--- src/rtl/instr_encode.sv ---
// instr_encode
//   Encodes instruction fields into 16-bit words and writes them into the
//   instruction RAM. A session starts with a start pulse in IDLE. Encoded
//   words pass through a 4-entry FIFO, and each word is written to the RAM
//   at an incrementing address.
//
//   Encodings:
//     memory format   : {1, ls, rd, addr[10:0]}
//     register format : {0, op[5:0], rd, rs1, rs2}
//
// Ports
//   CLK, RESETn         clock; asynchronous active-low reset
//   start, base_addr    session start pulse (accepted in IDLE only) and first address
//   in_valid/in_ready   input handshake; in_last marks the final word
//   fmt_mem, ls, op,
//   rd, rs1, rs2, addr  instruction fields
//   RAMi_stall          the RAM cannot take a write this cycle
//   RAMi_wren/addr/data RAM write port; addr and data hold their values when idle
//   busy, done          session in progress; one-cycle end-of-session pulse
//   ovf, count          sticky address-wrap flag; saturating word count
//   state_dbg           current FSM state (0 IDLE, 1 LOAD, 2 DRAIN, 3 DONE)
//
// Handshake: a transfer happens on a rising edge where in_valid and in_ready
// are both high. in_ready depends only on registered state, never on in_valid.
// The source keeps the fields stable while in_valid is high and not yet accepted.
module instr_encode (
  input  logic        CLK,
  input  logic        RESETn,
  input  logic        start,
  input  logic [10:0] base_addr,
  input  logic        in_valid,
  output logic        in_ready,
  input  logic        in_last,
  input  logic        fmt_mem,
  input  logic        ls,
  input  logic [5:0]  op,
  input  logic [2:0]  rd,
  input  logic [2:0]  rs1,
  input  logic [2:0]  rs2,
  input  logic [10:0] addr,
  input  logic        RAMi_stall,
  output logic        RAMi_wren,
  output logic [10:0] RAMi_addr,
  output logic [15:0] RAMi_data,
  output logic        busy,
  output logic        done,
  output logic        ovf,
  output logic [11:0] count,
  output logic [1:0]  state_dbg
);

  typedef enum logic [1:0] {
    S_IDLE  = 2'd0,
    S_LOAD  = 2'd1,
    S_DRAIN = 2'd2,
    S_DONE  = 2'd3
  } state_t;

  localparam logic [15:0] STP_WORD = 16'h7E00;

  state_t      state, state_nxt;
  logic [15:0] fifo_mem [4];
  logic [1:0]  wr_idx, rd_idx;
  logic [2:0]  fifo_cnt;
  logic [10:0] ptr;
  logic [10:0] addr_hold;
  logic [15:0] data_hold;
  logic [15:0] enc_word;
  logic        fifo_full, fifo_empty;
  logic        push, pop, start_ok;

  assign enc_word   = fmt_mem ? {1'b1, ls, rd, addr} : {1'b0, op, rd, rs1, rs2};
  assign fifo_full  = (fifo_cnt == 3'd4);
  assign fifo_empty = (fifo_cnt == 3'd0);
  assign in_ready   = (state == S_LOAD) && !fifo_full;
  assign push       = in_valid && in_ready;
  // The FIFO is only ever non-empty in LOAD or DRAIN.
  // A reset empties it at once, so RAMi_wren drops at once as well.
  assign pop        = !fifo_empty && !RAMi_stall;
  assign start_ok   = start && (state == S_IDLE);

  // The write port is combinational in the write cycle. Between writes it
  // shows the last address and data that were written.
  assign RAMi_wren = pop;
  assign RAMi_addr = pop ? ptr : addr_hold;
  assign RAMi_data = pop ? fifo_mem[rd_idx] : data_hold;

  // FIFO storage. Its contents have no meaning unless fifo_cnt covers them,
  // so this memory has no reset.
  always_ff @(posedge CLK) begin
    if (push) fifo_mem[wr_idx] <= enc_word;
  end

  always_ff @(posedge CLK or negedge RESETn) begin
    if (!RESETn) begin
      wr_idx   <= 2'd0;
      rd_idx   <= 2'd0;
      fifo_cnt <= 3'd0;
    end else begin
      if (push) wr_idx <= wr_idx + 2'd1;
      if (pop)  rd_idx <= rd_idx + 2'd1;
      case ({push, pop})
        2'b10:   fifo_cnt <= fifo_cnt + 3'd1;
        2'b01:   fifo_cnt <= fifo_cnt - 3'd1;
        default: fifo_cnt <= fifo_cnt;
      endcase
    end
  end

  // Address pointer, count, wrap flag and the held write-port values.
  // A start is only accepted in IDLE, where the FIFO is empty.
  // So start_ok and pop never occur in the same cycle.
  always_ff @(posedge CLK or negedge RESETn) begin
    if (!RESETn) begin
      ptr       <= 11'd0;
      count     <= 12'd0;
      ovf       <= 1'b0;
      addr_hold <= 11'd0;
      data_hold <= 16'd0;
    end else if (start_ok) begin
      ptr   <= base_addr;
      count <= 12'd0;
      ovf   <= 1'b0;
    end else if (pop) begin
      ptr       <= ptr + 11'd1;
      addr_hold <= ptr;
      data_hold <= fifo_mem[rd_idx];
      if (ptr == 11'h7FF)  ovf   <= 1'b1;
      if (count != 12'hFFF) count <= count + 12'd1;
    end
  end

  // FSM: state register
  always_ff @(posedge CLK or negedge RESETn) begin
    if (!RESETn) state <= S_IDLE;
    else         state <= state_nxt;
  end

  // FSM: next state
  always_comb begin
    state_nxt = state;
    case (state)
      S_IDLE:  if (start_ok) state_nxt = S_LOAD;
      S_LOAD:  if (push && (in_last || enc_word == STP_WORD)) state_nxt = S_DRAIN;
      S_DRAIN: if (fifo_empty) state_nxt = S_DONE;
      S_DONE:  state_nxt = S_IDLE;
      default: state_nxt = S_IDLE;
    endcase
  end

  // FSM: outputs
  always_comb begin
    busy      = (state == S_LOAD) || (state == S_DRAIN);
    done      = (state == S_DONE);
    state_dbg = state;
  end

endmodule

--- config.mk ---
export PLATFORM = sky130hd
export DESIGN_NAME = instr_encode
export DESIGN_NICKNAME = d
export VERILOG_FILES = /design/src/rtl/instr_encode.sv
export SDC_FILE = /design/constraint.sdc
export NUM_CORES = 1
export LEC_CHECK = 0
export CAP_MARGIN = 20
export CORE_MARGIN = 10
export CORE_UTILIZATION = 40
export CTS_CLUSTER_DIAMETER = 30
export DETAILED_ROUTE_END_ITERATION = 16
export SETUP_SLACK_MARGIN = 0.02
export SYNTH_ARGS = -nofsm -noshare
export SYNTH_HDL_FRONTEND = slang
export SYNTH_SLANG_ARGS = --single-unit
export TNS_END_PERCENT = 50
--- constraint.sdc ---
create_clock -name CLK -period 3.7 [get_ports CLK]
set_input_delay 0.925 -clock CLK [delete_from_list [all_inputs] [get_ports CLK]]
set_output_delay 0.925 -clock CLK [all_outputs]
set_load 0.05 [all_outputs]
==> impl_metrics.csv, run 1 <==
group,metric,value,unit
sta,hold_ws,415,ps
sta,maxSlewViolCount,0,
logic_synthesis,netlist_instances,473,
cts,cts_resized,0,
routing,drc,0,
cts,cts_tree,"done",
sta,fin_ws,327,ps
logic_synthesis,synth_top_area_share,32.6,%
logic_synthesis,yosys_warnings,0,
cells_and_area,n_antenna_cell,0,
sta,rsz0062_at_grt,"false",
sta,max_freq,0.296,GHz
setup_path,cp_slowest_cell,"clkdlybuf4s50_1",
setup_path,critPathLaunchType,"input port",
setup_path,crit_type,"input port to output pin",
routing,routedWlPerCell,17.9,um
die,fp-row-count,44,
logic_synthesis,synth_nets,531,
flow_run,max_cap_violations,0,
cells_and_area,drive_above_1_share,23.9,%
routing,vias_per_cell,5.29,
cells_and_area,post-route-util,54.9,%
cts,post_cts_buffers,0,
setup_path,slowest_delay,560,ps
cts,clock_latency,410,ps
die,die_y,141,um
cts,cts_buffer_depth,2,
placement,gp_congestion,0.861,
placement,port_buffers,90,
routing,drtIter0Drc,269,
setup_path,end_kind,"output pin",
setup_path,required,2770,ps
cells_and_area,final_common_cell,"nand2_1",
sta,setup-violations-final,0,
setup_path,cp_max_fo,31,
sta,worst-slew-pin-transition,1000,ps
logic_synthesis,yosys-top-cells-area,"edfxtp_1 (33%), dfrtp_1 (25%), mux2_2 (8.0%)",
die,ios,91,
pwr,power_leakage,3.15,nW
routing,ant_nets,0,
cells_and_area,area_growth,34.9,%
logic_synthesis,ys_seq_area_share,58.1,%
sta,hold_violations,0,
cts,cts.clk_slew.worst_paths,60,ps
setup_path,crit_chain,"clkdlybuf4s50_1 > inv_1 > nand2_2 > buf_4 > nand2_1 > o21ai_0 > buf_12",
routing,num_vias,4088,
sta,skew,6.79,ps
setup_path,crit_buf_inv,4,
grt,grt_usage,14.1,%
cts,numCtsBuffers,17,
routing,wl,13.9,mm
logic_synthesis,synth.avg_cell_area,12.5,um^2
cts,clockRootBuffer,"clkbuf_16",
grt,overflow,0,
cts,htreeDepth,4,
placement,placed_cell_area,7330,um^2
cells_and_area,finalNetCount,634,
setup_path,path_delay_family,"buffers and inverters",
logic_synthesis,synth_edf_count,64,
logic_synthesis,async_flop_share,48.4,%
min_path,worstHoldPathType,"input port to async pin",
routing,dr.pass1.iters,4,
cts,hold_buffers,0,
placement,hpwl,10.0,mm
placement,preCtsSetupSlack,313,ps
sta,fin_tns_setup,0,ps
sta,fin_crit_sh,91.2,%
status,status,"finished clean",
logic_synthesis,ys.flop_type,"edfxtp_1",
cells_and_area,design_area,7950,um^2
grt,antenna_found_initial,0,
grt,grt_first_pass_wirelength,22.5,mm
logic_synthesis,synth.largest_area_cell,"edfxtp_1",
cells_and_area,layout_common_cells,"nand2_1 (101), edfxtp_1 (64), clkdlybuf4s50_1 (61), dfrtp_1 (60), mux2_2 (42)",
logic_synthesis,syn_area,5890,um^2
grt,grt_max_degree,33,
logic_synthesis,synth.distinct_cells,46,
logic_synthesis,ys_ff_latch,124,
die,coreArea,14500,um^2
die,dieArea,20000,um^2
pwr,power.density,890,nW/um^2
grt,grt_pass1_vias,4257,
sta,fin_crit,3370,ps
pwr,max-vdd-ir-drop,0.000461,V
die,start_util,40.7,%
setup_path,rrSetupSlack,1200,ps
die,die_x,141,um
sta,slew_headroom,32.6,%
setup_path,cp.arrival,2450,ps
cts,cts.sinks,124,
## worst reg2reg max path, stage by stage, from the launching register on
cell,delay [ps]
dfrtp_1,420
or3b_2,530
and3_1,300
inv_1,120
ha_1,190
inv_1,60
fa_1,370
xor2_1,150
nor2_1,130
xor2_1,160
## where the power goes
part           internal, mW  switching, mW
registers              1.81          0.326
clock network          1.07          0.623
logic                  1.48           1.76
## routing by layer
metal / vias to the layer above / share of wire (%) / track usage (%)
li1: 1945 / - / -
met1: 2029 / 45 / 17.9
met2: 99 / 49 / 22.7
met3: 15 / 4.2 / 3.40
met4: 0 / 1.6 / 5.82
met5: - / 0 / 0
## worst paths after layout
path                              start             to  depth (start not counted)
max                          RAMi_stall  RAMi_addr[10]                          7
min                              RESETn         ptr[0]                          1
max reg2reg                 fifo_cnt[0]    fifo_cnt[2]                          9
min reg2reg                data_hold[5]   data_hold[5]                          1
max in group asynchronous        RESETn  data_hold[10]                          2
min in group CLK           data_hold[5]   data_hold[5]                          1
## final cells by class
type                            instances  area, um^2
Fill cell                            1203        6530
Multi-Input combinational cell        313        2320
Timing Repair Buffer                  105        1300
Sequential cell                       124        3420
Tap cell                              184         230
Clock inverter                         15         189
Clock buffer                           17         425
Inverter                               15        56.3
## synth_stat cells, types with 5 or more instances
cell type / n
xnor2_1: 10
o21ai_0: 14
ha_1: 12
buf_2: 9
edfxtp_1: 64
and2_1: 7
nand2_1: 101
or4_1: 6
mux2_2: 42
nor3_1: 5
a31oi_1: 8
nand3_1: 10
dfrtp_1: 60
clkbuf_1: 11
mux4_2: 16
a21oi_1: 8
nand4_1: 6
or3_1: 7
inv_1: 15
nor2_1: 11
## cell families (layout without fill, tap and decap cells)
group	count (synthesis)	count (layout)	share of synthesized area [%]
buffers and inverters	36	152	2.51
AOI/OAI and AO/OA	48	48	5.44
xor gates and xnor gates	14	14	2.08
muxes	60	60	14.5
adders and majority gates	13	13	2.89
DFF	124	124	58.1
and+or+nand+nor	178	178	14.5
## sequential cells by signal, summed over array words and instances, names as in the netlist
name,cells
state_dbg,2
rd_idx,2
data_hold,16
ovf,1
fifo_cnt,3
addr_hold,11
fifo_mem,64
ptr,11
count,12
wr_idx,2
## per-stage QoR
step | power, mW | std cells
after floorplan | 4.05 | 473
after global placement | 5.40 | 741
after detailed placement | 5.44 | 741
after CTS | 7.15 | 773
after global routing | 7.43 | 773
final | 7.07 | 773
No activity file was read; power rests on OpenSTA's default activity.
==> run 2: changes to the inputs <==
- CTS_CLUSTER_DIAMETER: 30 -> unset
==> results of run 2 <==
No change in the layout: final DEF, timing and power equal those of run 1.
